[src/rtl/uart_tx.sv]
// UART serial transmitter: start bit, LSB-first data, optional parity, stop period.
// Optional parity bit is compiled in with the UART_TX_PARITY_EN macro.
module uart_tx #(
    parameter int DATA_WIDTH = 8,
    parameter int SB_TICK    = 16,
    parameter int PARITY_ODD = 0
) (
    input  logic                  clk,
    input  logic                  reset,
    input  logic                  tick,
    input  logic                  tx_valid,
    input  logic [DATA_WIDTH-1:0] tx_data,
    output logic                  tx_ready,
    output logic                  tx_busy,
    output logic                  tx_done_tick,
    output logic                  txd
);

    localparam int S_W = $clog2((SB_TICK > 16) ? SB_TICK : 16);
    localparam int N_W = $clog2(DATA_WIDTH);

    localparam logic [S_W-1:0] S_BIT_END  = S_W'(15);
    localparam logic [S_W-1:0] S_STOP_END = S_W'(SB_TICK - 1);
    localparam logic [N_W-1:0] N_LAST     = N_W'(DATA_WIDTH - 1);

`ifdef UART_TX_PARITY_EN
    localparam int ST_W = 3;
`else
    localparam int ST_W = 2;
`endif

    localparam logic [ST_W-1:0] IDLE   = ST_W'(0);
    localparam logic [ST_W-1:0] START  = ST_W'(1);
    localparam logic [ST_W-1:0] DATA   = ST_W'(2);
    localparam logic [ST_W-1:0] STOP   = ST_W'(3);
`ifdef UART_TX_PARITY_EN
    localparam logic [ST_W-1:0] PARITY = ST_W'(4);
`endif

    if (DATA_WIDTH < 5 || DATA_WIDTH > 9 ||
        (SB_TICK != 16 && SB_TICK != 24 && SB_TICK != 32) ||
        (PARITY_ODD != 0 && PARITY_ODD != 1)) begin : g_param_check
        $error("uart_tx: illegal parameter value");
    end

    logic [ST_W-1:0]       state, state_n;
    logic [S_W-1:0]        s, s_n;
    logic [N_W-1:0]        n, n_n;
    logic [DATA_WIDTH-1:0] b, b_n;
    logic                  done_n;
    logic                  txd_n;
`ifdef UART_TX_PARITY_EN
    // The shift register is drained by the time parity goes out, so the bit is latched at acceptance.
    logic                  par, par_n;
`endif

    assign tx_ready = (state == IDLE);
    assign tx_busy  = (state != IDLE);

    always_comb begin
        state_n = state;
        s_n     = s;
        n_n     = n;
        b_n     = b;
        done_n  = 1'b0;
`ifdef UART_TX_PARITY_EN
        par_n   = par;
`endif
        case (state)
            IDLE: begin
                if (tx_valid) begin
                    b_n     = tx_data;
                    s_n     = '0;
                    n_n     = '0;
                    state_n = START;
`ifdef UART_TX_PARITY_EN
                    par_n   = (^tx_data) ^ PARITY_ODD[0];
`endif
                end
            end
            START: begin
                if (tick) begin
                    if (s == S_BIT_END) begin
                        s_n     = '0;
                        state_n = DATA;
                    end else begin
                        s_n = s + 1'b1;
                    end
                end
            end
            DATA: begin
                if (tick) begin
                    if (s == S_BIT_END) begin
                        s_n = '0;
                        b_n = b >> 1;
                        if (n == N_LAST) begin
`ifdef UART_TX_PARITY_EN
                            state_n = PARITY;
`else
                            state_n = STOP;
`endif
                        end else begin
                            n_n = n + 1'b1;
                        end
                    end else begin
                        s_n = s + 1'b1;
                    end
                end
            end
`ifdef UART_TX_PARITY_EN
            PARITY: begin
                if (tick) begin
                    if (s == S_BIT_END) begin
                        s_n     = '0;
                        state_n = STOP;
                    end else begin
                        s_n = s + 1'b1;
                    end
                end
            end
`endif
            STOP: begin
                if (tick) begin
                    if (s == S_STOP_END) begin
                        s_n     = '0;
                        state_n = IDLE;
                        done_n  = 1'b1;
                    end else begin
                        s_n = s + 1'b1;
                    end
                end
            end
            default: state_n = IDLE;
        endcase

        // Line level follows the next state so txd changes on the same edge as the FSM.
        txd_n = 1'b1;
        case (state_n)
            START:  txd_n = 1'b0;
            DATA:   txd_n = b_n[0];
`ifdef UART_TX_PARITY_EN
            PARITY: txd_n = par_n;
`endif
            default: txd_n = 1'b1;
        endcase
    end

    always_ff @(posedge clk or negedge reset) begin
        if (!reset) begin
            state        <= IDLE;
            s            <= '0;
            n            <= '0;
            b            <= '0;
            txd          <= 1'b1;
            tx_done_tick <= 1'b0;
`ifdef UART_TX_PARITY_EN
            par          <= 1'b0;
`endif
        end else begin
            state        <= state_n;
            s            <= s_n;
            n            <= n_n;
            b            <= b_n;
            txd          <= txd_n;
            tx_done_tick <= done_n;
`ifdef UART_TX_PARITY_EN
            par          <= par_n;
`endif
        end
    end

endmodule

[config.mk]
export PLATFORM = sky130hd
export DESIGN_NAME = uart_tx
export DESIGN_NICKNAME = d
export VERILOG_FILES = /design/src/rtl/uart_tx.sv
export SDC_FILE = /design/constraint.sdc
export NUM_CORES = 1
export LEC_CHECK = 0
export CAP_MARGIN = 20
export CORE_UTILIZATION = 45
export DETAILED_ROUTE_END_ITERATION = 6
export PLACE_DENSITY = 0.72
export SETUP_SLACK_MARGIN = 0.1
export SLEW_MARGIN = 20
export SYNTH_ARGS = -nofsm -noshare
export SYNTH_HDL_FRONTEND = slang
export SYNTH_SLANG_ARGS = --single-unit
[constraint.sdc]
create_clock -name clk -period 1.6 [get_ports clk]
set_input_delay 0.24 -clock clk [delete_from_list [all_inputs] [get_ports clk]]
set_output_delay 0.24 -clock clk [all_outputs]
set_load 0.01 [all_outputs]
==> flow_summary.ini <==
[die]
die_width_um = 47.48
fp.dieH_um = 47.48
core_area_um2 = 1962
rows = 16
num_io_pins = 16
start_util_pct = 47.45
dieArea_um2 = 2254

[drt]
route.antenna.remaining_nets = 0
vias_per_cell = 5.299
first_pass_iters = 3
wl_per_cell_um = 13.89
drc = 0
num_vias = 763
wirelength_mm = 2.000
drtIter0Drc = 14

[sta]
post-route-min-period_ns = 1.580
rsz0062_at_grt = yes
setup_viol = 0
finalWorstSetupSlack_ns = 0.02046
clock_skew_ns = 0.005651
max_freq_mhz = 633.1
worst_pin_slew_ns = 0.4095
min_period_over_period_pct = 98.72
slew_headroom_pct = 72.60
hold_viol = 0
drv_slew = 0
fin_setup_tns_ns = 0

[critical_path]
cp-end-kind = flop
path_class = flop to flop
start_kind = flop
cp.arrival_ns = 1.82
cp.required_ns = 1.84
critical_path_peak_fanout = 7

[layout]
final_layout_size_suffix_gt1_share_pct = 32.48
final_cell_mix = 19 x buf_4, 18 x dfrtp_1, 12 x clkdlybuf4s50_1, 7 x a221o_1, 6 x and2_1
final_common_cell = buf_4
diodes = 0
synthToLayoutAreaGrowth_pct = 37.77
fillerInstances = 176
fin_nets = 133

[outcome]
status = finished, final reports clean

[cts]
clkTransAtPathRegs_ns = 0.11
cts_buffer_depth = 2
cts_hold_buf = 0
numCtsBuffers = 3
clk_latency_ns = 0.30
h-tree-depth = 1
cts.sinks = 19
clockRootBuffer = clkbuf_4
cts_tree = built

[grt]
grt_max_degree = 15
antenna_found_initial = 0
grt_pass1_wl_mm = 3.015
grt_pass1_vias = 729
gr-total-overflow = 0
grt_use_total_pct = 19.54

[synth]
netlist.area_leader.share_pct = 48.39
yosysTopAreaCell = dfrtp_1
ys.flop_type = dfrtp_1
synth-seq-cells = 19
ys_seq_area_share_pct = 51.21
synthArstFlopShare_pct = 100.0
syn_inst = 81
syn_nets = 96
synth_cell_types = 31
avgSynthCellArea_um2 = 11.49
synth_area_leaders = dfrtp_1 48%, a221o_1 7.5%, a22o_1 4.7%, and2_1 4.0%, ha_1 4.0%
yosys_warnings = 0
netlist_area_um2 = 930.9
synth_edf_count = 0

[flow_run]
drv_cap = 0

[worst_hold_path]
hold_class = primary input to asynchronous set/reset pin

[placed_design]
place_congestion = 0.8789
portBuffers = 15
dp_hpwl_mm = 1.465
dpl_worst_slack_ns = -0.1722

[power]
leakagePower_nw = 0.6135
ir_drop_mv = 0.8503
p_per_area_nw_per_um2 = 1285
==> registers in the layout, indices dropped and copies added (netlist names) <==
signal and count:
b 8, n 3, s 4, state 2
tx_done_tick 1, txd 1
==> report_power, final <==
group / internal (mW) / switching, mW
Combinational: 0.367 / 0.270
Clock: 0.0933 / 0.159
Sequential: 0.654 / 0.105
Total: 1.11 / 0.534
==> worst max-delay path: stages (launching register included) <==
cell and delay [ns]:
dfrtp_1 0.41, buf_4 0.15, buf_6 0.13, nor2b_1 0.14, a32oi_1 0.27, a22oi_1 0.12
a2111o_1 0.30
==> cell families (layout without fill, tap and decap cells) <==
family                     count (synthesis)  count (layout)  share of synthesized area (%)
and+or+nand+nor                           26              26                          15.73
AOI/OAI and AO/OA                         24              24                          22.04
DFF                                       19              19                          51.21
buffers and inverters                      6              42                          3.494
adders and majority gates                  3               3                          4.033
xor gates and xnor gates                   2               2                          1.882
muxes                                      1               1                          1.612
==> per-stage QoR <==
step / std cells / hold WS [ns] / total power [mW] / utilization (%) / cell area [um^2]
2_1_floorplan: 81 / -0.05559 / 1.107 / - / 933.4
3_3_place_gp: 134 / 0.4830 / 1.324 / 61.22 / 1201
3_5_place_dp: 134 / 0.4978 / 1.359 / 61.22 / 1201
4_1_cts: 142 / 0.1608 / 1.634 / 64.86 / 1272
5_1_grt: 144 / 0.1676 / 1.760 / 65.37 / 1282
6_report: 144 / 0.1584 / 1.648 / 65.37 / 1282
==> routing by layer <==
layer | up-vias | GRT usage [%] | wire (um)
li1 | 373 | - | -
met1 | 377 | 26.09 | 926
met2 | 11 | 31.23 | 1000
met3 | 2 | 3.396 | 52
met4 | 0 | 8.571 | 21
met5 | - | 0 | 0
==> cell usage after synthesis, drive strengths merged, types with 2 or more instances <==
| cell | n |
|---|---|
| a221o | 7 |
| a31oi | 2 |
| nand4 | 2 |
| a21o | 2 |
| nor2 | 5 |
| o21ai | 2 |
| ha | 3 |
| o21a | 2 |
| clkbuf | 3 |
| dfrtp | 18 |
| inv | 3 |
| a22o | 5 |
| and2 | 6 |
| nand2 | 7 |
==> cell type report <==
type	instances	area, um^2	share of cell area [%]
tap	27	33.78	2.634
inverter	3	11.26	0.8780
clock buffer	3	22.52	1.756
timing repair buffer	35	292.8	22.83
clock inverter	1	5.005	0.3902
multi-input combinational	56	440.4	34.34
sequential	19	476.7	37.17
==> repair_timing <==
action	CTS	global route
setup buffers	4	2
pin swaps	6	2
setup endpoints to repair	13	15
resized for setup	9	4
==> path summary, 6_finish.rpt <==
check                      startpoint       end  slack, ns  depth (start not counted)
max                          state[1]       txd       0.02                          6
min                             reset  state[1]       0.16                          1
max reg2reg                  state[1]       txd       0.02                          6
min reg2reg                      b[7]      b[7]       0.53                          1
max in group asynchronous       reset      s[2]       0.98                          2
min in group clk                 b[7]      b[7]       0.53                          1
Power figures use the tool's default switching activity.
